[src/rtl/param_register_file.sv]
// Parameterised register file with a power-up clear sequencer,
// write-to-read forwarding and a pending-write scoreboard.
module param_register_file #(
  parameter int unsigned WIDTH    = 32,
  parameter int unsigned ADDR_W   = 5,
  parameter int unsigned ZERO_REG = 1,
  parameter int unsigned BYPASS   = 1
) (
  input  logic              clk,
  input  logic              rst_n,
  input  logic              wr_en,
  input  logic [ADDR_W-1:0] wr_addr,
  input  logic [WIDTH-1:0]  wr_data,
  input  logic [ADDR_W-1:0] rd_addr_a,
  input  logic [ADDR_W-1:0] rd_addr_b,
  output logic [WIDTH-1:0]  rd_data_a,
  output logic [WIDTH-1:0]  rd_data_b,
  input  logic              rsv_en,
  input  logic [ADDR_W-1:0] rsv_addr,
  output logic              pend_a,
  output logic              pend_b,
  input  logic [ADDR_W-1:0] view_sel,
  output logic [WIDTH-1:0]  view_data,
  output logic              init_busy
);

  localparam int unsigned DEPTH = 1 << ADDR_W;

  typedef enum logic {
    CLEAR,
    READY
  } state_e;

  state_e            state_q;
  logic [ADDR_W-1:0] clr_ptr_q;
  logic              init_busy_q;
  logic [DEPTH-1:0]  pend_q;
  logic [DEPTH-1:0]  pend_d;
  logic [WIDTH-1:0]  regs_q [DEPTH];

  logic ready;
  logic wr_ok;
  logic rsv_ok;
  logic zero_a;
  logic zero_b;
  logic zero_v;
  logic fwd_a;
  logic fwd_b;
  logic wr_zero;

  assign ready   = (state_q == READY);
  assign wr_zero = (ZERO_REG != 0) && (wr_addr == '0);
  assign wr_ok   = ready && wr_en && !wr_zero;
  assign rsv_ok  = ready && rsv_en &&
                   !((ZERO_REG != 0) && (rsv_addr == '0));

  assign zero_a = (ZERO_REG != 0) && (rd_addr_a == '0);
  assign zero_b = (ZERO_REG != 0) && (rd_addr_b == '0);
  assign zero_v = (ZERO_REG != 0) && (view_sel == '0);

  assign fwd_a = (BYPASS != 0) && wr_ok &&
                 (rd_addr_a == wr_addr);
  assign fwd_b = (BYPASS != 0) && wr_ok &&
                 (rd_addr_b == wr_addr);

  // Set is applied after clear so a fresh reservation wins.
  always_comb begin
    pend_d = pend_q;
    if (wr_ok) begin
      pend_d[wr_addr] = 1'b0;
    end
    if (rsv_ok) begin
      pend_d[rsv_addr] = 1'b1;
    end
  end

  always_ff @(posedge clk or negedge rst_n) begin
    if (!rst_n) begin
      state_q     <= CLEAR;
      clr_ptr_q   <= '0;
      init_busy_q <= 1'b1;
      pend_q      <= '0;
    end else begin
      pend_q <= pend_d;
      unique case (state_q)
        CLEAR: begin
          clr_ptr_q <= clr_ptr_q + ADDR_W'(1);
          if (clr_ptr_q == '1) begin
            state_q     <= READY;
            init_busy_q <= 1'b0;
          end
        end
        READY: begin
          state_q <= READY;
        end
      endcase
    end
  end

  always_ff @(posedge clk) begin
    if (state_q == CLEAR) begin
      regs_q[clr_ptr_q] <= '0;
    end else if (wr_ok) begin
      regs_q[wr_addr] <= wr_data;
    end
  end

  always_comb begin
    rd_data_a = '0;
    rd_data_b = '0;
    view_data = '0;
    pend_a    = 1'b0;
    pend_b    = 1'b0;
    if (ready) begin
      if (!zero_a) begin
        rd_data_a = fwd_a ? wr_data : regs_q[rd_addr_a];
      end
      if (!zero_b) begin
        rd_data_b = fwd_b ? wr_data : regs_q[rd_addr_b];
      end
      if (!zero_v) begin
        view_data = regs_q[view_sel];
      end
      pend_a = pend_q[rd_addr_a] && !fwd_a;
      pend_b = pend_q[rd_addr_b] && !fwd_b;
    end
  end

  assign init_busy = init_busy_q;

endmodule

[config.mk]
export PLATFORM = sky130hd
export DESIGN_NAME = param_register_file
export DESIGN_NICKNAME = d
export VERILOG_FILES = /design/src/rtl/param_register_file.sv
export SDC_FILE = /design/constraint.sdc
export NUM_CORES = 2
export LEC_CHECK = 0
export CORE_AREA = 2 2 214 427
export CTS_CLUSTER_DIAMETER = 100
export DETAILED_ROUTE_END_ITERATION = 8
export DIE_AREA = 0 0 216 429
export GPL_TIMING_DRIVEN = 1
export HOLD_SLACK_MARGIN = 0.15
export PLACE_DENSITY = 0.86
export SYNTH_ARGS = -nofsm -noshare
export SYNTH_HDL_FRONTEND = slang
export SYNTH_SLANG_ARGS = --single-unit
[constraint.sdc]
create_clock -name clk -period 5.54 [get_ports clk]
set_clock_uncertainty 0.15 [all_clocks]
set_input_delay 1.108 -clock clk [delete_from_list [all_inputs] [get_ports clk]]
set_output_delay 1.108 -clock clk [all_outputs]
set_load 0.02 [all_outputs]
==> results.md <==
- Failing checks: setup timing
- Final instance area: 65,500 sq um
- Chip height: 429 microns
- Relative slew margins: 0.179
- Synth area leader: edfxtp_1
- Clk root buf: clkbuf_16
- Routed len/inst: 47.9 microns
- Top cell type's share of synthesized area: 0.532
- Antenna violations before repair: 6
- DR WL met3: 36,100 microns
- Final Max Tran Viols: 0
- Die footprint: 92,700 sq um
- Nets: 3,176
- Clk_lat worst skew: 0.71 ns
- Die span in x: 216 microns
- Drt first pass iters: 7
- Worst Path Max Fanout: 32
- TritonCTS buffer count: 92
- Crit start category: flop
- Filler Cells Inserted: 4,706
- Area grow syn2layout: 13.3%
- RePlAce Congestion: 0.987
- VDD IR max: 0.281 mV
- Min cycle time layout: 5.61 ns
- IO Count: 160
- Std-Cell Rows: 155
- CTS tree: done
- Final std cells w/o fill: 4,368
- Final core utilization: 0.734
- Async SR Flop Fraction: 0.0367
- WS Path Type: reg2out
- Core area: 89,200 sq um
- WL met1: 53,900 microns
- Max-cap violations: 0
- Clock Tree Buf Depth: 3
- Hold crit path type: reg2reg
- Final WL: 209,000 microns
- Slew @ Worst Pin: 1.23 ns
- Syn_nets: 2,989
- H-tree depth: 3
- Routed Antenna Nets: 0
- GRT Util Overall: 0.463
- Fin. Hold Viols: 0
- Top cells by area, synth: edfxtp_1 (53%), mux4_2 (35%), a22oi_1 (1.8%)
- Initial Util: 0.648
- Post-Synth Adder-Cell Area: 0.000433
- Dpl hpwl: 121,000 microns
- Crit path required time: 4.28 ns
- Largest family of logic cells by synthesized area: multiplexers
- GRT overflow: 0
- Top sig layer: met5
- Cell count after placement: 4,194
- RSZ-0062 raised after global routing: no
- Iter 0 DRT Violations: 7,918
- Pwr/cell area: 274 nW/um^2
- Hold_buf cts: 0
- Final critical-path share of the clock period: 1.01
- Mapped Area: 57,800 sq um
- Number of vias per cell: 9.23
- Clock Sinks: 1,063
- Main synth FF type: edfxtp_1
- Number of synthesized flops with an enable pin: 1,024
- Routed wl met2: 95,500 microns
- Share of layout cells above drive strength 1: 0.423
- Syn_area_per_cell: 19.7 sq um
- # port buffers: 159
- DP Area: 62,400 sq um
- Critical Path End Type: primary output
- Vias in the first global route: 41,381
- First-pass GRT wire length: 297,000 microns
- Max Clk Rate: 178 MHz
- Largest net degree at the start of global routing: 77
- Worst Slack Setup Final: -0.0689 ns
- Synth cell types: 50
- Drt drc: 0
- Status: finished, violations left
- Simple-gate area share of the yosys netlist: 0.0194
- Final setup vio count: 2
- Compound-Gate Fraction of Synth Area: 0.0467
- Seq/Total Area, Yosys: 0.549
- WP data arrival: 4.35 ns
- Mapped Cells: 2,926
- Via count: 40,323
- Leak Pwr: 22.1 nW
- Mux cell area share after synthesis: 0.357
- YS warnings: 0
- FF+latch count, synth: 1,063
- Xor/xnor cell area share of the yosys netlist: 0.00197
- Clock transition at path regs: 0.07 ns
stage by stage:
step / setup TNS, ns / setup WS [ns] / hold WS [ns] / power [mW]
finish: -0.0704 / -0.0689 / 0.250 / 17.9
global route: 0 / 0.0489 / 0.265 / 18.2
CTS: 0 / 0.00726 / 0.252 / 17.8
detailed placement: -0.531 / -0.130 / 0.239 / 11.3
global placement: -1.48 / -0.181 / 0.231 / 11.2
floorplan: 0 / 1.24 / 0.291 / 10.4
cells by family (layout without fill, tap and decap cells):
kind of cell | Yosys count | in the layout
muxes | 928 | 928
adders and majority gates | 2 | 2
and+or+nand+nor | 213 | 213
xor gates and xnor gates | 13 | 13
other | 0 | 5
DFF | 1063 | 1063
AOI/OAI and AO/OA | 387 | 387
buffers and inverters | 320 | 580
worst max-delay path: stages, from the launching register on:
cell and delay (ns):
dfrtp_2 0.91, buf_4 0.69, o311ai_4 0.26, inv_2 0.28, buf_12 0.29, a221o_1 0.41, clkdlybuf4s50_1 0.72
report_power, final:
group	internal (mW)	total [mW]	switching [mW]	leakage, nW
logic	0.985	2.33	1.35	9.55
registers	8.86	8.89	0.0313	11.1
clock network	3.56	6.70	3.14	1.46
total	13.4	17.9	4.52	22.1
cell usage after synthesis, types with 13 or more instances:
cell      instances
edfxtp_1       1024
mux4_2          906
clkbuf_1        147
a22oi_1         135
buf_2            85
o21ai_0          66
nor2_1           47
nand3_1          39
nor2b_1          39
dfrtp_1          38
a21oi_1          35
a211oi_1         34
and2_1           34
o21ai_1          34
a211o_1          33
inv_1            32
a221o_1          31
nand2_1          22
buf_1            19
mux2i_1          18
buf_4            15
buf_6            14
xnor2_1          13
path summary, 6_finish.rpt:
check	startpoint	endpoint	slack, ns	depth (start not counted)
worst max-delay path	ready	rd_data_b[18]	-0.07	6
worst min-delay path	pend_q[0]	pend_q[0]	0.25	0
worst max register to register	ready	regs_q[10][17]	1.41	6
worst min register to register	pend_q[0]	pend_q[0]	0.25	0
max in group asynchronous	rst_n	ready	4.27	1
min in group asynchronous	rst_n	pend_q[14]	0.35	1
per-layer routing:
layer / global-route usage / vias up
li1: - / 13530
met1: 0.525 / 19740
met2: 0.688 / 5430
met3: 0.181 / 1619
met4: 0.398 / 4
met5: 0 / -
area by class of cell:
| type | count | area (sq um) | area share |
|---|---|---|---|
| Antenna cell | 5 | 12.5 | 0.000191 |
| Sequential cell | 1063 | 31700 | 0.485 |
| Timing Repair Buffer | 373 | 4150 | 0.0634 |
| Tap cell | 1177 | 1470 | 0.0225 |
| Multi-Input combinational cell | 1543 | 25000 | 0.381 |
| Clock buffer | 110 | 2410 | 0.0369 |
| Inverter | 40 | 153 | 0.00233 |
| Clock inverter | 57 | 577 | 0.00881 |
placed cells by master, fill, tap and decap left out, types with 18 or more instances in the layout:
cell             count
edfxtp_1          1024
mux4_2             906
buf_4              144
clkdlybuf4s50_1    138
a22oi_1            135
clkbuf_16           93
buf_12              76
o21ai_0             66
nand3_1             39
dfrtp_1             37
nor2b_1             36
nor2_4              35
o21ai_1             34
a211oi_1            34
and2_1              33
inv_1               32
a211o_1             32
a21oi_1             32
a221o_1             31
nand2_1             22
mux2i_1             18
sequential cells by signal, summed over array words and instances (netlist names):
register,count
regs_q,1024
pend_q,32
clr_ptr_q,5
init_busy,1
ready,1
timing repair:
item,4_1_cts,5_1_grt
setup endpoints to repair,21,8
cloned,0,0
gates resized for setup,1,11
buffers inserted,0,2
No activity file was read; power rests on OpenSTA's default activity.
